===== config.mk =====
export PLATFORM = sky130hd
export DESIGN_NAME = sync_fork3
export DESIGN_NICKNAME = d
export VERILOG_FILES = /design/src/rtl/sync_fork3.sv
export SDC_FILE = /design/constraint.sdc
export NUM_CORES = 1
export LEC_CHECK = 0
export ABC_AREA = 1
export CORE_ASPECT_RATIO = 0.9
export CORE_MARGIN = 4
export CORE_UTILIZATION = 27
export CTS_CLUSTER_SIZE = 12
export DETAILED_ROUTE_END_ITERATION = 12
export SLEW_MARGIN = 20
export SYNTH_ARGS = -nofsm -noshare
export SYNTH_HDL_FRONTEND = slang
export SYNTH_SLANG_ARGS = --single-unit

===== constraint.sdc =====
create_clock -name clk -period 1.7 [get_ports clk]
set_clock_uncertainty 0.1 [all_clocks]
set_input_delay 0.17 -clock clk [delete_from_list [all_inputs] [get_ports clk]]
set_output_delay 0.17 -clock clk [all_outputs]
set_load 0.03 [all_outputs]

===== src/rtl/sync_fork3.sv =====
// Three-way token fork: one upstream drive pulse is broadcast to three branches and
// o_free returns once all branches have freed. One-deep token buffer, sticky error flags, watchdog.
module sync_fork3 #(
  parameter int TIMEOUT_CYCLES = 1023,
  parameter int CNT_W          = 10
) (
  input  logic clk,
  input  logic rst,
  input  logic i_drive,
  output logic o_free,
  output logic o_drive0,
  output logic o_drive1,
  output logic o_drive2,
  input  logic i_free0,
  input  logic i_free1,
  input  logic i_free2,
  output logic o_busy,
  output logic o_pending,
  output logic o_overflow,
  output logic o_proto_err,
  output logic o_timeout
);

  typedef enum logic [1:0] {IDLE, WAIT, DONE} state_t;

  localparam logic [CNT_W:0] TO = (CNT_W+1)'(TIMEOUT_CYCLES);

  state_t           state, state_n;
  logic [2:0]       got, got_n, frees;
  logic             pend, pend_n;
  logic [CNT_W-1:0] cnt, cnt_n;
  logic             drive_n, free_n, ovf_n, perr_n, tmo_n, all_freed;

  always_comb begin
    frees     = {i_free2, i_free1, i_free0};
    all_freed = &(got | frees);
    state_n   = state;
    got_n     = got;
    pend_n    = pend;
    cnt_n     = cnt;
    drive_n   = 1'b0;
    free_n    = 1'b0;
    ovf_n     = o_overflow;
    perr_n    = o_proto_err;
    tmo_n     = o_timeout;
    case (state)
      IDLE: begin
        // frees in the launch cycle are errors too: counting starts next cycle
        if (|frees) perr_n = 1'b1;
        if (pend | i_drive) begin
          drive_n = 1'b1;
          got_n   = 3'b000;
          cnt_n   = '0;
          pend_n  = pend & i_drive;  // a new token alongside a buffered one is re-buffered
          state_n = WAIT;
        end
      end
      WAIT: begin
        if (|(frees & got)) perr_n = 1'b1;
        got_n = got | frees;
        if (cnt != '1) cnt_n = cnt + CNT_W'(1);
        if (all_freed) begin
          free_n  = 1'b1;
          state_n = DONE;
        end else if (TO != '0 && ({1'b0, cnt} + (CNT_W+1)'(1)) >= TO) begin
          tmo_n = 1'b1;
        end
      end
      DONE: begin
        if (|frees) perr_n = 1'b1;
        state_n = IDLE;
      end
      default: state_n = IDLE;
    endcase
    if (state != IDLE && i_drive) begin
      if (pend) ovf_n  = 1'b1;
      else      pend_n = 1'b1;
    end
  end

  always_ff @(posedge clk or posedge rst) begin
    if (rst) begin
      state       <= IDLE;
      got         <= 3'b000;
      pend        <= 1'b0;
      cnt         <= '0;
      o_drive0    <= 1'b0;
      o_drive1    <= 1'b0;
      o_drive2    <= 1'b0;
      o_free      <= 1'b0;
      o_busy      <= 1'b0;
      o_pending   <= 1'b0;
      o_overflow  <= 1'b0;
      o_proto_err <= 1'b0;
      o_timeout   <= 1'b0;
    end else begin
      state       <= state_n;
      got         <= got_n;
      pend        <= pend_n;
      cnt         <= cnt_n;
      o_drive0    <= drive_n;
      o_drive1    <= drive_n;
      o_drive2    <= drive_n;
      o_free      <= free_n;
      o_busy      <= (state_n != IDLE);
      o_pending   <= pend_n;
      o_overflow  <= ovf_n;
      o_proto_err <= perr_n;
      o_timeout   <= tmo_n;
    end
  end

endmodule


==> summary.txt <==
Outcome
  – Status: complete, no violations

Floorplanning
  – Full die area: 5462 µm²
  – DIE HEIGHT: 70.52 µm
  – # IOs: 15
  – Starting Density: 0.2839
  – Placeable Area: approximately 4100 µm²
  – Placement Rows: 22
  – Die Span X: 77.46 µm

Synth
  – Synth Register Bits: 22
  – Area contributors post-synth: dfrtp_1 (47%), nand2_1 (14%), inv_1 (7.7%)
  – Area share of the largest cell type after synthesis: 0.4696
  – Synth area leader: dfrtp_1
  – EDFF count, synth: 0
  – Synth Net Count: 160
  – Ys Warns: 0
  – Netlist cell types: 25
  – Sequential cell area fraction in the yosys report: 0.4696
  – Synth Flop Type: dfrtp_1
  – Async SR Flop Fraction: 1.000
  – Syn Std Cell Area: ~1200 µm²
  – Commonest cells in the netlist: nand2_1 (45), inv_1 (24), dfrtp_1 (22)
  – Avg Inst Size Synth: between 7 and 8 µm²
  – Count leader, synth: nand2_1
  – Cells after Synth: ~150

Power
  – Combinational share of power: 0.472
  – Clock power frac: 0.160
  – Total power: roughly 2.0 mW
  – Power per cell area: between 1000 and 1500 nW/µm²
  – Internal: ~1.2 mW
  – Sw frac: 0.4137
  – Worst IR Drop VDD: about 0.00053 V
  – Sequential Power Share: 0.368
  – Sw Pwr: 813.7 µW
  – P_leak: 0.6905 nW

Clock network
  – CTS sink count: 22
  – Root buf cell: clkbuf_8
  – Clock tree buffer depth: 2
  – Clk Latency, worst-skew pair: around 0.26 ns
  – Post-CTS Hold Buffers: 0
  – CTS tree: built
  – CTS H-Tree Depth: 1
  – CTS buffer count: 3
  – Clk pin slew, worst setup/hold paths: roughly 0.080 ns

Flow run
  – Number of max-cap violations: 0

Placed design
  – GPL Wtd Cong: roughly 0.77
  – Pre-CTS worst setup slack: -0.02191 ns
  – Cell total after placement: roughly 220
  – Area after DPL: approximately 1400 µm²
  – I/O Buffers: 14
  – HPWL after DPL: between 1.5 and 2 mm

Detailed routing
  – DR pass1 iterations: 4
  – Wirelength, routed: 2.470 mm
  – Residual DRC: 0
  – Drt via density: around 4.4
  – DR iter-0 viols: 64
  – Antenna viol nets, final: 0
  – Total number of vias: 991
  – Routed wire per std cell: between 10 and 15 µm

Setup path
  – Worst Setup End Kind: flop
  – RR Endpoint: cnt[8]
  – Setup CP Type: reg2reg
  – Crit-path max FO: 7
  – R2R setup slack: roughly 0.012 ns
  – R2R Path Start: cnt[1]
  – Req. time, crit path: 1.78 ns
  – CP arrival: 1.77 ns
  – Worst-case reg-to-reg path depth: 9
  – Startpoint types: flop

STA
  – Fmax: 592.6 MHz
  – Post-layout min period: between 1.5 and 2 ns
  – Fin. Hold Viols: 0
  – Rel. slew slack: 0.7748
  – Slew Viols, Final: 0
  – Worst-Margin Slew: between 0.3 and 0.4 ns
  – RSZ-0062 raised after global routing: true
  – Setup ws final: around 0.012 ns
  – Fin crit share: 0.9927
  – Setup Viol. Count Final: 0

Global routing
  – Initial antenna violation count: 0
  – Largest net degree at the start of global routing: 23
  – Vias in the first global route: a little over 900
  – First-pass GRT wire length: around 4.2 mm
  – Gr ovfl total: 0
  – Total track usage: 0.09588

Final layout
  – Area growth, synth to finish: 29.03%
  – Post-route insts no fill: between 200 and 250
  – Fin area: approximately 1500 µm²
  – Nets: 188
  – Layout cells sized above 1: 0.1742
  – Ant diodes: 0

Hold path
  – Worst Hold Class: in2async
[layout by cell type (no fill, tap or decap), types with 2 or more instances in the layout]
| cell | instances |
|---|---|
| nand3_1 | 9 |
| inv_1 | 23 |
| dfrtp_1 | 22 |
| clkdlybuf4s50_1 | 14 |
| nor2_4 | 2 |
| nand2_2 | 2 |
| buf_4 | 12 |
| o21ai_2 | 3 |
| o22ai_2 | 2 |
| nor2_1 | 12 |
| o21ai_1 | 3 |
| nand2_1 | 45 |
| a21oi_1 | 4 |
| clkbuf_8 | 3 |
| o21ai_0 | 8 |
| nand4_1 | 2 |
[power by group through the flow]
| stage | combinational (mW) | sequential, mW | clock (mW) |
|---|---|---|---|
| CTS | 0.908 | 0.725 | 0.327 |
| floorplan | 0.501 | 0.812 | 0 |
| detailed placement | 0.891 | 0.738 | 0 |
| global placement | 0.897 | 0.735 | 0 |
| global route | 1.03 | 0.746 | 0.359 |
| finish | 0.929 | 0.724 | 0.314 |
[critical path, cell delays in order, from the launching register on]
cell and delay, ns:
dfrtp_1 0.38, ha_2 0.20, nand2_2 0.08, nor2_4 0.11
nand2_2 0.08, nor2_4 0.11, nand3_4 0.09, o21ai_4 0.23
inv_4 0.10, o22ai_1 0.11
[layer usage]
layer / track usage / vias up / share of wire
li1: - / 531 / -
met1: 0.1329 / 445 / 0.51
met2: 0.1448 / 13 / 0.44
met3: 0.03093 / 2 / 0.042
met4: 0.02372 / 0 / 0.0089
met5: 0 / - / 0
[worst max-delay path by stage]
stage / startpoint / endpoint / slack, ns
2_1_floorplan: cnt[1] / cnt[3] / 0.09
3_3_place_gp: cnt[1] / cnt[5] / 0.02
3_5_place_dp: cnt[1] / cnt[8] / -0.02
4_1_cts: cnt[0] / cnt[5] / -0.01
5_1_grt: cnt[1] / cnt[3] / -0.12
6_report: cnt[1] / cnt[8] / 0.01
[what timing repair did]
action	CTS	global route
hold endpoints to repair	0	0
gates resized for setup	2	7
setup buffers	2	3
setup endpoints to repair	7	11
pin swaps	1	6
[registers in the layout (all words and copies together) (netlist names)]
signal / cells
o_free: 1
o_timeout: 1
pend: 1
got: 3
o_proto_err: 1
o_busy: 1
cnt: 10
o_drive2: 1
state: 2
o_overflow: 1
[metrics by stage]
step	hold slack, ns	utilization	TNS, ns
floorplan	0.05923	-	0
global placement	0.3491	0.3406	0
detailed placement	0.3570	0.3406	-0.06599
CTS	0.1508	0.3567	-0.02200
global route	0.1731	0.3664	-0.9149
finish	0.1381	0.3664	0
[logic make-up (layout without fill, tap and decap cells)]
family / after synthesis / count (layout) / synth area share
flip-flops: 22 / 22 / 0.4696
AO/OA/AOI/OAI: 24 / 24 / 0.1323
buffers and inverters: 28 / 54 / 0.09819
adder cells (fa/ha/maj): 2 / 2 / 0.02134
AND/OR/NAND/NOR: 76 / 76 / 0.2785
[area by class of cell]
class / instances / area, µm²
clock buffers: 3 / 41.29
fillers: 427 / 2616
inverters: 25 / 96.34
multi-input cells: 102 / 534.3
flip-flops and latches: 22 / 550.5
well taps: 48 / 60.06
repair buffers: 26 / 230.2
No activity file was read; power rests on OpenSTA's default activity.
